**src/rtl/gr_file_sb_pkg.sv**
```systemverilog
// ============================================================================
// Module   : gr_file_sb_pkg
// Purpose  : Shared defaults and destination-slot layout for gr_file_sb.
// Revision : 1.0
// ============================================================================
`default_nettype none

package gr_file_sb_pkg;

  localparam int c_DEF_DATA_W  = 16;
  localparam int c_DEF_NREG    = 8;
  localparam int c_DEF_PIPE    = 3;
  localparam int c_DEF_FLUSH_N = 2;
  localparam int c_NPORTS      = 3;

  typedef enum logic [1:0] {
    PORT_A = 2'd0,
    PORT_B = 2'd1,
    PORT_C = 2'd2
  } rd_port_e;

  // A slot is {valid, addr}: the valid flag sits directly above the address field.
  function automatic int slot_w(input int aw);
    return aw + 1;
  endfunction

  function automatic int slot_valid_bit(input int aw);
    return aw;
  endfunction

endpackage

`default_nettype wire

```
**src/rtl/gr_dest_pipe.sv**
```systemverilog
// ============================================================================
// Module   : gr_dest_pipe
// Purpose  : In-flight destination shift register with flush, RAW hazard
//            detection and WB consistency checking.
// Revision : 1.0
// ============================================================================
`default_nettype none

module gr_dest_pipe
  import gr_file_sb_pkg::*;
#(
  parameter int AW      = 3,
  parameter int PIPE    = c_DEF_PIPE,
  parameter int FLUSH_N = c_DEF_FLUSH_N,
  parameter int ZERO_R0 = 0
) (
  input  logic          clock,
  input  logic          reset,
  input  logic          run,
  input  logic          flush,
  input  logic          id_issue,
  input  logic          id_we,
  input  logic [AW-1:0] id_waddr,
  input  logic [AW-1:0] rd_addr_a,
  input  logic [AW-1:0] rd_addr_b,
  input  logic [AW-1:0] rd_addr_c,
  input  logic          rd_use_a,
  input  logic          rd_use_b,
  input  logic          rd_use_c,
  input  logic          wb_we,
  input  logic [AW-1:0] wb_addr,
  output logic          stall,
  output logic          sb_err
);

  localparam int c_VB = slot_valid_bit(AW);
  localparam int c_SW = slot_w(AW);

  logic [c_SW-1:0]     r_slot [PIPE];
  logic                r_sb_err;
  logic [AW-1:0]       w_raddr [c_NPORTS];
  logic [c_NPORTS-1:0] w_ruse;
  logic [c_SW-1:0]     w_top;
  logic                w_hit;
  logic                w_zero_dest;
  logic                w_new_valid;
  logic                w_wb_mismatch;

  assign w_raddr[PORT_A] = rd_addr_a;
  assign w_raddr[PORT_B] = rd_addr_b;
  assign w_raddr[PORT_C] = rd_addr_c;
  assign w_ruse          = {rd_use_c, rd_use_b, rd_use_a};

  // The WB slot is excluded: its value is already forwarded by the bypass.
  always_comb begin
    w_hit = 1'b0;
    for (int k = 0; k < PIPE - 1; k++) begin
      for (int x = 0; x < c_NPORTS; x++) begin
        if (w_ruse[x] && r_slot[k][c_VB] && (r_slot[k][AW-1:0] == w_raddr[x]))
          w_hit = 1'b1;
      end
    end
  end

  assign stall         = run & w_hit;
  assign w_zero_dest   = (ZERO_R0 != 0) && (id_waddr == '0);
  assign w_new_valid   = id_issue & id_we & ~w_hit & ~flush & ~w_zero_dest;
  assign w_top         = r_slot[PIPE-1];
  assign w_wb_mismatch = (wb_we != w_top[c_VB]) ||
                         (wb_we && w_top[c_VB] && (wb_addr != w_top[AW-1:0]));

  always_ff @(posedge clock) begin
    if (!reset) begin
      for (int k = 0; k < PIPE; k++) r_slot[k] <= '0;
      r_sb_err <= 1'b0;
    end else if (run) begin
      r_slot[0] <= {w_new_valid, id_waddr};
      for (int k = 1; k < PIPE; k++) begin
        if (flush && (k < FLUSH_N)) r_slot[k] <= '0;
        else                        r_slot[k] <= r_slot[k-1];
      end
      if (w_wb_mismatch) r_sb_err <= 1'b1;
    end
  end

  assign sb_err = r_sb_err;

endmodule

`default_nettype wire

```
**src/rtl/gr_file_sb.sv**
```systemverilog
// ============================================================================
// Module   : gr_file_sb
// Purpose  : General-register file with three bypassed read ports, one WB
//            write port and an in-flight destination scoreboard.
// Revision : 1.0
// ============================================================================
`default_nettype none

module gr_file_sb
  import gr_file_sb_pkg::*;
#(
  parameter int DATA_W  = c_DEF_DATA_W,
  parameter int NREG    = c_DEF_NREG,
  parameter int AW      = $clog2(NREG),
  parameter int PIPE    = c_DEF_PIPE,
  parameter int FLUSH_N = c_DEF_FLUSH_N,
  parameter int ZERO_R0 = 0
) (
  input  logic                   clock,
  input  logic                   reset,
  input  logic                   run,
  input  logic [AW-1:0]          rd_addr_a,
  input  logic [AW-1:0]          rd_addr_b,
  input  logic [AW-1:0]          rd_addr_c,
  input  logic                   rd_use_a,
  input  logic                   rd_use_b,
  input  logic                   rd_use_c,
  output logic [DATA_W-1:0]      rd_data_a,
  output logic [DATA_W-1:0]      rd_data_b,
  output logic [DATA_W-1:0]      rd_data_c,
  input  logic                   id_issue,
  input  logic                   id_we,
  input  logic [AW-1:0]          id_waddr,
  input  logic                   flush,
  input  logic                   wb_we,
  input  logic [AW-1:0]          wb_addr,
  input  logic [DATA_W-1:0]      wb_data,
  output logic                   stall,
  output logic [NREG*DATA_W-1:0] gr_flat,
  output logic                   sb_err
);

  localparam bit c_ZERO = (ZERO_R0 != 0);

  logic [DATA_W-1:0] r_gr    [NREG];
  logic [AW-1:0]     w_raddr [c_NPORTS];
  logic [DATA_W-1:0] w_rdata [c_NPORTS];
  logic              w_wb_eff;
  logic              w_wr;

  // A WB to a hardwired-zero r0 is not a real write, so it also never
  // counts against the scoreboard.
  assign w_wb_eff = wb_we && !(c_ZERO && (wb_addr == '0));
  assign w_wr     = run && w_wb_eff;

  always_ff @(posedge clock) begin
    if (!reset) begin
      for (int i = 0; i < NREG; i++) r_gr[i] <= '0;
    end else if (w_wr) begin
      r_gr[wb_addr] <= wb_data;
    end
  end

  assign w_raddr[PORT_A] = rd_addr_a;
  assign w_raddr[PORT_B] = rd_addr_b;
  assign w_raddr[PORT_C] = rd_addr_c;

  always_comb begin
    w_rdata = '{default: '0};
    for (int x = 0; x < c_NPORTS; x++) begin
      if (c_ZERO && (w_raddr[x] == '0))
        w_rdata[x] = '0;
      else if (w_wr && (wb_addr == w_raddr[x]))
        w_rdata[x] = wb_data;
      else
        w_rdata[x] = r_gr[w_raddr[x]];
    end
  end

  assign rd_data_a = w_rdata[PORT_A];
  assign rd_data_b = w_rdata[PORT_B];
  assign rd_data_c = w_rdata[PORT_C];

  for (genvar i = 0; i < NREG; i++) begin : g_flat
    assign gr_flat[i*DATA_W +: DATA_W] = r_gr[i];
  end

  gr_dest_pipe #(
    .AW      (AW),
    .PIPE    (PIPE),
    .FLUSH_N (FLUSH_N),
    .ZERO_R0 (ZERO_R0)
  ) u_dest_pipe (
    .clock     (clock),
    .reset     (reset),
    .run       (run),
    .flush     (flush),
    .id_issue  (id_issue),
    .id_we     (id_we),
    .id_waddr  (id_waddr),
    .rd_addr_a (rd_addr_a),
    .rd_addr_b (rd_addr_b),
    .rd_addr_c (rd_addr_c),
    .rd_use_a  (rd_use_a),
    .rd_use_b  (rd_use_b),
    .rd_use_c  (rd_use_c),
    .wb_we     (w_wb_eff),
    .wb_addr   (wb_addr),
    .stall     (stall),
    .sb_err    (sb_err)
  );

endmodule

`default_nettype wire

```
**config.mk**
```make
export PLATFORM = sky130hd
export DESIGN_NAME = gr_file_sb
export DESIGN_NICKNAME = d
export VERILOG_FILES = /design/src/rtl/gr_file_sb_pkg.sv /design/src/rtl/gr_dest_pipe.sv /design/src/rtl/gr_file_sb.sv
export SDC_FILE = /design/constraint.sdc
export NUM_CORES = 1
export LEC_CHECK = 0
export CAP_MARGIN = 20
export CORE_UTILIZATION = 35
export CTS_CLUSTER_SIZE = 40
export DETAILED_ROUTE_END_ITERATION = 10
export DONT_BUFFER_PORTS = 1
export GPL_ROUTABILITY_DRIVEN = 0
export SKIP_CTS_REPAIR_TIMING = 1
export SYNTH_ARGS = -nofsm -noshare
export SYNTH_HDL_FRONTEND = slang
export SYNTH_SLANG_ARGS = --single-unit
```
**constraint.sdc**
```tcl
create_clock -name clock -period 2 [get_ports clock]
set_input_delay 0.2 -clock clock [delete_from_list [all_inputs] [get_ports clock]]
set_output_delay 0.2 -clock clock [all_outputs]
set_load 0.01 [all_outputs]
```
# [Yosys cells after proc, flatten, opt, wreduce, memory -nomap -nowiden]
# Memories as Yosys holds them, arrays and structs flattened.
# Cells that the tools add are included.
[totals] regBits=1 latchBits=0 ramBits=140 rom_bits=0 output_inout_bits=178 word_cells=76 memories=2
[mem_list] memory="r_gr" words=8 word_bits=16 read_ports=11 rd_ports_with_merged_regs=0 wr=8 line_no="gr_file_sb.sv:45" text="logic [DATA_W-1:0] r_gr [NREG];"
[mem_list] memory="u_dest_pipe.r_slot" words=3 word_bits=4 read_ports=3 rd_ports_with_merged_regs=0 wr=3 line_no="gr_dest_pipe.sv:39" text="logic [c_SW-1:0] r_slot [PIPE];"
[classes] addsub=0 n_mul=0 n_div=0 n_lt_le_gt_ge=0 n_eq_ne=11 shifts=0 muxes=31 bitwise=10 reduce_logical=21
[ops] operator="16-bit 2-to-1 mux" n=4
[ops] operator="3-bit equality test" n=9
[ops] operator="1-bit 2-to-1 mux" n=22
[ops] operator="1-bit logical AND" n=18
[ops] operator="4-bit 2-to-1 mux" n=4
[ops] operator="16-bit OR reduction" n=1
[ops] operator="1-bit AND" n=4
[ops] operator="1-bit bitwise OR" n=4
[ops] operator="3-bit 2-to-1 mux" n=1
[ops] operator="3-bit != test" n=1
[ops] operator="1-bit inverter" n=2
[ops] operator="2-bit AND reduction" n=1
[ops] operator="1-bit logical OR" n=1
[ops] operator="1-bit != test" n=1

# [Logic depth before layout (Yosys ltp)]
# An unclocked memory read counts as a cell.
[depth] word_depth=13 ltp_mapped=7 ltp_nobuf=4

# [Cells and area by module]
# A second synthesis with hierarchy kept.
[unflattened] hier_cells=613 area_unflattened_um2=9779.4
[by_module_without_submodules] mod="gr_file_sb" n_inst=1 cells_per_inst=542 area_each_um2=8996.1
[by_module_without_submodules] mod="gr_dest_pipe" n_inst=1 cells_per_inst=71 area_each_um2=783.3

# [Least setup slack after synthesis]
# OpenSTA, ideal clock, no wires.
[synth_timing] path_type="input port to flip-flop" start="input wb_addr[0]" end="memory r_gr[2][0] (netlist name) (enable)" setup_ps=391 arrival_ps=1441 required_ps=1609 setup_slack_ps=168 cell_stages=3 n_path_buf=1 cell_sequence="buf_2 -> nand3b_1 -> o21ai_1"
[synth_rtl] item="start: declaration" line_no="gr_file_sb.sv:36" text="input logic [AW-1:0] wb_addr,"
[synth_rtl] item="end: declaration" line_no="gr_file_sb.sv:45"

==> results.yml <==
die:
  num_rows: 58
  die_w_um: 162.6
  ioPinCount: 219
  core-area_um2: 25250
  die_area_um2: 26450
  start_util: 0.3576
  die_y_um: 162.6
cts:
  cts.path.max_buffers: 2
  path_clk_slew_ps: 70
  cts_num_sinks: 141
  cts-root-buf: "clkbuf_16"
  insertion_delay_ps: 420
  htree_levels: 4
  cts_tree: "yes"
  cts_made_buffers: 17
sta:
  fin_crit_ps: 2172
  tns_ps: -1978
  fin_hold_ws_ps: 16.26
  max_freq_mhz: 460.4
  slew_headroom: 0.3007
  setup_slack_ps: -172.0
  hold_viol_final: 0
  maxSlewViolCount: 0
  worstMarginPinSlew_ps: 1045
  fin_crit_sh: 1.086
  rsz0062_at_grt: "yes"
  skew_ps: 0.9485
  finalSetupViolCount: 29
worst_hold_path:
  min_path_type: "primary input to flop"
  hp-start: "run"
outcome:
  failed_checks: "negative setup slack"
  status: "finished, violations left"
power:
  power.leakage_uw: 0.003799
  power_density_nw_per_um2: 765.7
  irDropWorstVdd_v: 0.0005059
worst_setup_path:
  cp.required_ps: 1800
  arrival_ps: 1970
  cp_max_fo: 4
  crit_path_end_kind: "output port"
  critPathLaunch: "u_dest_pipe.r_slot[0][1]"
  critPathLaunchType: "flop"
  critPathKind: "flop to output port"
  reg2reg_from: "u_dest_pipe.r_slot[0][1]"
placement:
  io_buffers: 0
  dp_hpwl_um: 21210
  dpl_worst_slack_ps: 44.81
  place_area_um2: 9608
logic_synthesis:
  ys_seq_area_frac: 0.4677
  netlist_area_um2: 9031
  syn_nets: 710
  yosysUniqueCellTypes: 27
  syn_inst: 668
  syn_area_per_cell_um2: 13.52
  ys.warnings.count: 0
  ys_ff_latch: 141
final_layout:
  nets: 755
  diodes: 0
  drive_above_1_share: 0.3264
  area_growth_pct: 17.29
  stdcell_area_um2: 10590
routing:
  finalWirelength_um: 30760
  wl_per_cell_um: 29.13
  drt-initial-drc-count: 788
  drc: 0
  ant_nets: 0
  via_count: 6324
  vias_per_cell: 5.989
  drtPass1Iterations: 6
global_routing:
  grt_pass1_vias: 6025
  grt_pass1_wl_um: 42620
  grt-ovfl-total: 0
  antenna_found_initial: 1
  grt_max_degree: 36
  grt_usage: 0.2264
job:
  drv_cap: 0
-- critical path: stages (launching register included) --
cell	delay (ps)
edfxtp_1	470
xor2_1	180
nor4_1	70
or4_4	530
o31a_1	300
-- cell usage after synthesis --
library cell  count  area, µm²
a21oi_1          49      245.2
o21ai_1           7      35.03
buf_2            18      90.09
ha_1              1      12.51
mux2i_1          48      480.5
dfxtp_1           1      20.02
nor3_2            2      20.02
nand2b_1          5      31.28
nor4_2            1      12.51
and2_1          133      832.1
nor2_1           55      206.5
nand3_1           3      15.01
xor2_1           18      157.7
and3_1            7      43.79
o31a_1            1      8.760
clkbuf_1         39      146.4
or4_4             1      11.26
edfxtp_1        140       4204
buf_1             1      3.750
buf_6             2      22.52
nor4_1            6      37.54
nand3b_1          1      7.510
mux4_2           96       2162
nand4_1           3      18.77
nand2_1           9      33.78
xnor2_1          12      105.1
buf_4             9      67.56
-- cells by family after synthesis --
| kind of cell | after synthesis | share of synthesized area |
|---|---|---|
| xor gates and xnor gates | 30 | 0.02909 |
| and+or+nand+nor | 226 | 0.1406 |
| DFF | 141 | 0.4677 |
| muxes | 144 | 0.2926 |
| buffers and inverters | 69 | 0.03657 |
| adders and majority gates | 1 | 0.001385 |
| AOI/OAI and AO/OA | 57 | 0.03200 |
-- state kept, by name, indices dropped and copies added (netlist names) --
signal              count
u_dest_pipe.sb_err      1
u_dest_pipe.r_slot     12
r_gr                  128
-- through the flow --
stage / std cells / power, µW / util
5_1_grt: 1056 / 8366 / 0.4194
4_1_cts: 1022 / 8007 / 0.4032
2_1_floorplan: 668 / 4623 / -
3_3_place_gp: 990 / 4922 / 0.3805
3_5_place_dp: 990 / 4953 / 0.3805
6_report: 1056 / 8111 / 0.4194
-- metal layers --
metal  routed length, µm  track usage
met1               12000       0.2982
met2               13620       0.3320
met4                 852      0.09048
met5                   0            0
met3                4281      0.09091
-- where the power goes --
part | total [µW] | switching, µW | internal, µW
clock | 3060 | 1400 | 1660
combinational | 1330 | 619 | 709
sequential | 3720 | 289 | 3430
total | 8110 | 2310 | 5800
-- layout by cell type (no fill, tap or decap), types with 2 or more instances in the layout --
cell and count:
a21oi_2 16, edfxtp_1 140, nand2_1 9, o21ai_1 4, and3_1 7, dlygate4sd3_1 19, inv_8 7, xor2_1 18
nand2b_1 5, mux2i_1 37, a21oi_1 33, clkbuf_16 17, xnor2_1 12, nand3_1 3, and2_1 133, buf_4 73
nor3_2 2, o21ai_2 3, nor4_1 6, mux2i_2 11, inv_6 3, nor2_1 55, mux4_2 96, buf_12 2
nand4_1 3, clkinvlp_4 2
-- path summary, 6_finish.rpt --
check | to | slack [ps] | cells past startpoint
setup / recovery | stall | -170 | 4
hold / removal | u_dest_pipe.r_slot[0][0] | 20 | 1
setup reg to reg | u_dest_pipe.r_slot[0][3] | 330 | 4
hold reg to reg | u_dest_pipe.r_slot[0][7] | 670 | 1
-- area by class of cell --
type	instances	area, µm²
fill	2287	14660
multi-input combinational	458	4589
sequential	141	4224
timing repair buffer	95	792.0
clock buffer	17	425.4
tap	330	412.9
clock inverter	15	148.9
Power figures use the tool's default switching activity.
